**src/rtl/bc_scheduler.sv**
```systemverilog
// rtl/bc_scheduler.sv - broadcast ping-pong buffer fill/drain sequencer
// One buffer fills with load beats while the other is re-read pass by pass on lane 0.
module bc_scheduler #(
  parameter int NrLanes = 4,
  parameter int MaxBlen = 64,
  parameter int MaxReps = 256
) (
  input  logic                         clk_i,
  input  logic                         rst_i,
  input  logic                         cmd_valid_i,
  output logic                         cmd_ready_o,
  input  logic [$clog2(MaxBlen+1)-1:0] cmd_blen_i,
  input  logic [$clog2(MaxReps+1)-1:0] cmd_reps_i,
  input  logic                         wr_beat_i,
  output logic                         wr_en_o,
  output logic                         wr_buf_o,
  input  logic                         rd_ready_i,
  output logic                         rd_valid_o,
  output logic                         rd_buf_o,
  output logic                         rd_pop_o,
  output logic                         rd_last_o,
  output logic                         rd_rewind_o,
  output logic                         rd_invalidate_o,
  output logic                         busy_o,
  output logic                         err_o
);
  localparam int BW        = $clog2(MaxBlen+1);
  localparam int RW        = $clog2(MaxReps+1);
  localparam int BeatElems = 2*NrLanes;

  typedef enum logic [1:0] {IDLE, FILL, FULL, DRAIN} buf_state_e;

  buf_state_e    state_q [2];
  buf_state_e    state_d [2];
  logic [BW-1:0] blen_q  [2];
  logic [BW-1:0] blen_d  [2];
  logic [RW-1:0] reps_q  [2];
  logic [RW-1:0] reps_d  [2];
  logic          wr_sel_q, wr_sel_d, rd_sel_q, rd_sel_d;
  logic [BW-1:0] beat_q, beat_d, elem_q, elem_d;
  logic [RW-1:0] pass_q, pass_d;
  logic          err_q, err_d;
  logic          fill_any, accept, more_passes;
  logic [BW:0]   beats_need;
  logic [BW-1:0] rd_blen;
  logic [RW-1:0] rd_reps;

  always_ff @(posedge clk_i) begin
    if (rst_i) begin
      for (int i = 0; i < 2; i++) begin
        state_q[i] <= IDLE;
        blen_q[i]  <= '0;
        reps_q[i]  <= '0;
      end
      wr_sel_q <= 1'b0;
      rd_sel_q <= 1'b0;
      beat_q   <= '0;
      elem_q   <= '0;
      pass_q   <= '0;
      err_q    <= 1'b0;
    end else begin
      for (int i = 0; i < 2; i++) begin
        state_q[i] <= state_d[i];
        blen_q[i]  <= blen_d[i];
        reps_q[i]  <= reps_d[i];
      end
      wr_sel_q <= wr_sel_d;
      rd_sel_q <= rd_sel_d;
      beat_q   <= beat_d;
      elem_q   <= elem_d;
      pass_q   <= pass_d;
      err_q    <= err_d;
    end
  end

  always_comb begin
    state_d  = state_q;
    blen_d   = blen_q;
    reps_d   = reps_q;
    wr_sel_d = wr_sel_q;
    rd_sel_d = rd_sel_q;
    beat_d   = beat_q;
    elem_d   = elem_q;
    pass_d   = pass_q;
    err_d    = err_q;

    fill_any    = (state_q[0] == FILL) || (state_q[1] == FILL);
    cmd_ready_o = (state_q[wr_sel_q] == IDLE) && !fill_any;
    accept      = cmd_valid_i && cmd_ready_o;
    wr_en_o     = fill_any;
    wr_buf_o    = wr_sel_q;
    busy_o      = (state_q[0] != IDLE) || (state_q[1] != IDLE);
    err_o       = err_q;
    beats_need  = ({1'b0, blen_q[wr_sel_q]} + (BW+1)'(BeatElems-1)) / (BW+1)'(BeatElems);

    // Zero lengths/counts are promoted to one so every command drains at least once.
    if (accept) begin
      state_d[wr_sel_q] = FILL;
      blen_d[wr_sel_q]  = (cmd_blen_i == '0) ? BW'(1) : cmd_blen_i;
      reps_d[wr_sel_q]  = (cmd_reps_i == '0) ? RW'(1) : cmd_reps_i;
      beat_d            = '0;
    end

    if (wr_beat_i) begin
      if (fill_any) begin
        if (({1'b0, beat_q} + (BW+1)'(1)) == beats_need) begin
          state_d[wr_sel_q] = FULL;
          wr_sel_d          = ~wr_sel_q;
          beat_d            = '0;
        end else begin
          beat_d = beat_q + BW'(1);
        end
      end else begin
        err_d = 1'b1;
      end
    end

    rd_blen         = blen_q[rd_sel_q];
    rd_reps         = reps_q[rd_sel_q];
    more_passes     = pass_q < (rd_reps - RW'(1));
    rd_buf_o        = rd_sel_q;
    rd_valid_o      = state_q[rd_sel_q] == DRAIN;
    rd_pop_o        = rd_valid_o && rd_ready_i;
    rd_last_o       = rd_pop_o && (elem_q == (rd_blen - BW'(1)));
    rd_rewind_o     = rd_last_o && more_passes;
    rd_invalidate_o = rd_last_o && !more_passes;

    if (state_q[rd_sel_q] == FULL) begin
      state_d[rd_sel_q] = DRAIN;
      elem_d            = '0;
      pass_d            = '0;
    end

    if (rd_pop_o) begin
      if (rd_last_o) begin
        elem_d = '0;
        if (more_passes) begin
          pass_d = pass_q + RW'(1);
        end else begin
          state_d[rd_sel_q] = IDLE;
          rd_sel_d          = ~rd_sel_q;
        end
      end else begin
        elem_d = elem_q + BW'(1);
      end
    end
  end
endmodule

```
**config.mk**
```make
export PLATFORM = sky130hd
export DESIGN_NAME = bc_scheduler
export DESIGN_NICKNAME = d
export VERILOG_FILES = /design/src/rtl/bc_scheduler.sv
export SDC_FILE = /design/constraint.sdc
export NUM_CORES = 1
export LEC_CHECK = 0
export BUFFER_PORTS_ARGS = -buffer_cell sky130_fd_sc_hd__buf_2
export CAP_MARGIN = 20
export CORE_ASPECT_RATIO = 1.4
export CORE_UTILIZATION = 55
export DETAILED_ROUTE_END_ITERATION = 10
export PLACE_DENSITY_LB_ADDON = 0.3
export RECOVER_POWER = 25
export SETUP_SLACK_MARGIN = 0.15
export SYNTH_ARGS = -nofsm -noshare
export SYNTH_HDL_FRONTEND = slang
export SYNTH_SLANG_ARGS = --single-unit
```
**constraint.sdc**
```tcl
create_clock -name clk_i -period 3.65 [get_ports clk_i]
set_input_delay 0.1825 -clock clk_i [delete_from_list [all_inputs] [get_ports clk_i]]
set_output_delay 0.1825 -clock clk_i [all_outputs]
set_load 0.1 [all_outputs]
```
== Word-level counts from Yosys, hierarchy flattened ==
Cells that the tools add are included.
Operators by class
  $add $sub $neg: 7
  multipliers: 0
  div/mod/pow operators: 0
  $lt $le $gt $ge: 5
  equal/unequal tests: 6
  shift operators: 0
  mux-type cells: 46
  bitwise logic cells: 15
  reductions and logical operators: 21
Operators by type and width (count)
  7-bit 2-to-1 mux: 15
  9-bit 2-to-1 mux: 9
  4-bit 2-to-1 mux: 8
  18-bit bitwise mux: 1
  2-bit 2-to-1 mux: 8
  7-bit by 1-bit adder with 7-bit output, second input constant: 2
  14-bit bitwise mux: 1
  9-bit by 1-bit adder with 9-bit output, second input constant: 1
  9-bit demux with 1-bit select: 1
  9-bit zero test: 1
  9-bit < comparator: 1
  9-bit by 1-bit subtractor with 9-bit output, second input constant: 1
  7-bit by 1-bit adder with 8-bit output, second input constant: 1
  7-bit by 3-bit adder with 8-bit output, second input constant: 1
  8-bit by 5-bit == test with 1-bit output: 1
  1-bit logical AND: 8
  7-bit demux with 1-bit select: 1
  7-bit == test: 1
  7-bit zero test: 1
  7-bit by 1-bit subtractor with 7-bit output, second input constant: 1
  3-bit AND reduction: 2
  2-bit nonzero test: 3
  2-bit AND: 2
  4-bit AND: 1
  other kinds (15): 28
Word-level totals
  bits in registers: 62
  latch bits: 0
  RAM bits: 0
  bits in read-only memories: 0
  input port bits: 21
  output and inout port bits: 11
  word-level logic and storage cells: 112
  memories kept: 0

== Logic depth before layout (Yosys ltp) ==
  depth after elaboration: 18
  gate-level depth with buffers: 16

== Worst setup path before layout ==
No wires, ideal clock.
  path kind: register to register
  from: register rd_sel_q, in the netlist rd_buf_o
  to: register pass_q[1]
  library setup time: 0.079 ns
  arrival time: 6.063 ns
  setup slack: -2.492 ns
  stages on the path, launching flop included: 9
  clock period less this slack: 6.142 ns
  path through: dfxtp_1 > buf_4 > o31ai_1 > and2_1 > buf_2 > nor3b_2 > nand3_2 > nor2_1 > mux2i_1
Between the ends
  longest elaborated chain between the ends: 9
  elaborated cells between the ends (all ways): 22
RTL lines
  start: declaration: RTL line 39  | logic wr_sel_q, wr_sel_d, rd_sel_q, rd_sel_d;
  start signal: assignment: RTL line 68  | rd_sel_q <= rd_sel_d;
  1-bit inverter with 2-bit output (not written as such) *: RTL line 122  | rd_valid_o = state_q[rd_sel_q] == DRAIN;
  2-bit 2-to-1 mux (not written as such) * (3 in a row): RTL line 122
  2-bit == test *: RTL line 122
  named net rd_valid_o: RTL line 18  | output logic rd_valid_o,
  1-bit logical AND *: RTL line 123  | rd_pop_o = rd_valid_o && rd_ready_i;
  named net rd_pop_o: RTL line 20  | output logic rd_pop_o,
  1-bit logical AND: RTL line 124  | rd_last_o = rd_pop_o && (elem_q == (rd_blen - BW'(1)));
  9-bit 2-to-1 mux: RTL line 135  | if (rd_last_o) begin
  9-bit 2-to-1 mux *: RTL line 134  | if (rd_pop_o) begin
  end signal: assignment: RTL line 71  | pass_q <= pass_d;
  end: declaration: RTL line 41  | logic [RW-1:0] pass_q, pass_d;
Mark *: on every way through the listed nets, which the timed path passes. The rest lies on a longest branch. The select of a mux whose other input is x is not followed.
A chain may end at the register's enable or synchronous reset.

== Worst setup path after layout ==
  from: register rd_sel_q, in the netlist rd_buf_o
  to: output port rd_invalidate_o
Between the ends
  longest elaborated chain between the ends: 8
  elaborated cells between the ends (all ways): 19
RTL lines
  1-bit inverter with 2-bit output (not written as such) *: RTL line 118, 119, 122
  9-bit 2-to-1 mux (not written as such), or another cell as far along (3 in a row): RTL line 119  | rd_reps = reps_q[rd_sel_q];
  9-bit by 1-bit subtractor with 9-bit output, or another cell as far along: RTL line 120  | more_passes = pass_q < (rd_reps - RW'(1));
  9-bit < comparator, or another cell as far along: RTL line 120
  1-bit zero test or 1-bit logical AND (tied branches): RTL line 126, 124
  1-bit logical AND *: RTL line 126  | rd_invalidate_o = rd_last_o && !more_passes;
  end: declaration: RTL line 23  | output logic rd_invalidate_o,
Mark *: on every way between the ends. The rest lies on a longest branch, timed or not. The select of a mux whose other input is x is not followed.

==> impl_metrics.env <==
export IMPL_die_h_um=98.9
export IMPL_rsz0062_at_grt="false"
export IMPL_slew_headroom_pct=21.8
export IMPL_cts_root_buf="clkbuf_8"
export IMPL_nNetsFinal=516
export IMPL_antenna_found_initial=0
export IMPL_clkLatencyLatePin_ns=0.35
export IMPL_synth_xor_area_share_pct=7.09
export IMPL_overflow=0
export IMPL_fin_cells=559
export IMPL_cp_common_cell="ha_1"
export IMPL_core_area_sq_um=6340
export IMPL_synth_fa_ha_area_share_pct=4.41
export IMPL_numClockSinks=62
export IMPL_globalplace_congestion=0.891
export IMPL_start_kind="flop"
export IMPL_grtUsageTotal_pct=25.6
export IMPL_path_clk_slew_ns=0.08
export IMPL_wl_per_cell_um=15.5
export IMPL_worstPathArrival_ns=3.13
export IMPL_yosysTopAreaCell="dfxtp_1"
export IMPL_fin_setup_tns_ns=0
export IMPL_synth_top_family_by_area="simple AND/OR/NAND/NOR gates"
export IMPL_worstPathRequired_ns=3.47
export IMPL_synthesis_area_sq_um=3690
export IMPL_antennaDiodeCount=0
export IMPL_area_growth_pct=13.4
export IMPL_cts_buffers=9
export IMPL_ant_nets=0
export IMPL_route_detailed_drc=1
export IMPL_power_density_nw_per_um2=476
export IMPL_vias=3287
export IMPL_grt_pass1_vias=3071
export IMPL_row_count=34
export IMPL_cts_max_level=3
export IMPL_fin_skew_ns=0.00789
export IMPL_setup_viol=0
export IMPL_regToRegSetupSlack_ns=0.50
export IMPL_io_buffers=31
export IMPL_ys_types=53
export IMPL_synth_compound_area_share_pct=16.1
export IMPL_status="complete, but fails checks"
export IMPL_hold_violations=0
export IMPL_drt_vias_per_instance=5.88
export IMPL_drive_gt1_share_pct=15.4
export IMPL_synth_area_per_cell_sq_um=8.25
export IMPL_hpwl_um=6240
export IMPL_finalCriticalPeriod_ns=3.31
export IMPL_finalCritPeriodShare_pct=90.8
export IMPL_grt_pass1_wl_um=14400
export IMPL_synth_nets=481
export IMPL_p_leak_nw=1.67
export IMPL_criticalPathCategory="reg -> out"
export IMPL_initial_core_util_pct=58.2
export IMPL_maxClockFrequency_mhz=302
export IMPL_die_area_sq_um=7040
export IMPL_grt_max_degree=48
export IMPL_path_cells="mux2i_4 > ha_1 > o21ai_0 > o21bai_1 > xnor2_1 > ha_1 > nand4_1 > nor2_1 > o31ai_1 > a32oi_2 > and2_4 > buf_12"
export IMPL_worst_pin_slew_ns=1.18
export IMPL_synth_seq_cells=62
export IMPL_hold_class="in -> reg"
export IMPL_slowest_delay_ns=0.40
export IMPL_yosysWarnings=0
export IMPL_min_path_cells=3
export IMPL_cts_tree="done"
export IMPL_synth_area_leaders="dfxtp_1 34%, mux2i_1 11%, nor2_1 5.6%"
export IMPL_maxCapViolations=0
export IMPL_yosys_area_share_simple_pct=22.2
export IMPL_dp_cells=537
export IMPL_synth_seq_area_share_pct=33.6
export IMPL_drtIter0Drc=196
export IMPL_critPathCaptureType="output pin"
export IMPL_slowest_stage="dfxtp_4"
export IMPL_synth_area_mux_share_pct=11.8
export IMPL_rr_worst_depth=13
export IMPL_path_max_fanout=6
export IMPL_io_pins=32
export IMPL_violations="DRC"
export IMPL_ir_drop_mv=0.408
export IMPL_slew_violations=0
export IMPL_clock_path_buffers=2
export IMPL_synthCells=447
export IMPL_firstDrtPassIters=9
export IMPL_drt_wl_total_um=8650
export IMPL_synth_top_area_share_pct=33.6
export IMPL_die_w_um=71.2
final timing paths:
path,end,startpoint
worst max-delay path,rd_invalidate_o,rd_buf_o$_SDFFE_PP0P_
worst min-delay path,reps_q[11]$_SDFFE_PP0P_,cmd_reps_i[2]
worst max register to register,pass_q[7]$_SDFF_PP0_,rd_buf_o$_SDFFE_PP0P_
worst min register to register,err_o$_SDFFE_PP0P_,err_o$_SDFFE_PP0P_
layer usage:
metal | track usage (%) | routed length, um | up-vias
met5 | 0 | 0 | -
met4 | 7.38 | 95 | 0
met3 | 5.21 | 372 | 9
met2 | 43.6 | 4330 | 74
met1 | 32.5 | 3850 | 1538
li1 | - | - | 1666
placed cells by master (no fill, tap or decap), types with 3 or more instances in the layout:
master / n
clkbuf_1: 7
nor2_1: 55
mux2i_1: 38
o21ai_0: 29
dfxtp_1: 61
a21oi_1: 30
and3_1: 9
ha_1: 13
buf_2: 25
nor3_1: 20
nor3b_1: 6
nor4_1: 8
nand2_1: 29
o22ai_1: 4
nand4_1: 6
clkbuf_8: 9
inv_1: 17
o211ai_1: 7
nand2b_1: 3
and2_1: 4
xor2_1: 11
buf_4: 10
a31oi_1: 5
xnor2_1: 17
a31o_2: 3
nand3_1: 13
o21bai_1: 3
a211oi_1: 3
Yosys cell counts (all sizes together):
cell type and instances:
nor4b 2, o31ai 3, inv 18, nand3b 1, ha 13, o22ai 4, xor2 11, and2 5
nand4 6, clkbuf 10, a22oi 1, nor3 20, a211oi 4, buf 10, a31o 3, a21oi 30
nand2b 3, nand2 29, o21ai 30, or3 1, nor2 56, xnor2 18, mux2 2, o21ba 2
a311oi 1, a32oi 1, nor4 8, nand3 14, o211ai 7, o21a 2, mux2i 40, o21bai 3
a21boi 1, nor2b 2, or3b 1, o221a 1, a31oi 5, and3 9, or4 1, nor3b 7
dfxtp 62
power breakdown:
group,total [mW],internal [mW],switching [mW]
Sequential,0.755,0.712,0.0429
Clock,0.686,0.386,0.299
Combinational,0.551,0.192,0.358
critical path, delay by kind of cell, from the launching register on:
| kind | cells | cell delay (ns) |
|---|---|---|
| mux | 1 | 0.26 |
| compound gates | 4 | 0.87 |
| buf+inv | 1 | 0.16 |
| flops | 1 | 0.40 |
| simple gates | 3 | 0.42 |
| fa+ha+maj | 2 | 0.51 |
| xor+xnor | 1 | 0.15 |
layout make-up:
cell class | count | area (sq um)
clock buffer | 9 | 124
clock inverter | 7 | 97.6
fill | 542 | 2150
inverter | 18 | 67.6
multi-input combinational | 347 | 2310
sequential | 62 | 1240
tap | 72 | 90.1
timing repair buffer | 44 | 254
cell families after synthesis:
logic type / Yosys count
xor+xnor: 29
fa+ha+maj: 13
compound gates: 98
flops: 62
mux: 42
buf+inv: 38
simple gates: 165
registers in the layout (all words and copies together), names as in the netlist:
register  cells
err_o         1
reps_q       18
wr_buf_o      1
state_q       4
pass_q        9
rd_buf_o      1
beat_q        7
blen_q       14
elem_q        7
what timing repair did:
action,in CTS,in global routing
endpoints found under the setup margin,0,3
buffers inserted,0,6
hold buffers,0,0
gates resized for setup,0,2
through the flow:
step	total power [mW]	setup slack [ns]	utilization (%)	area [sq um]	hold slack [ns]
5_1_grt	2.09	0.123	66.0	4180	0.0848
4_1_cts	2.00	0.184	65.5	4150	0.0860
6_report	1.99	0.335	66.0	4180	0.0945
2_1_floorplan	1.20	0.111	-	3730	0.319
3_3_place_gp	1.30	0.691	62.0	3930	0.434
3_5_place_dp	1.32	0.532	62.0	3930	0.453
Note: power is estimated with default switching activity, not from simulation.
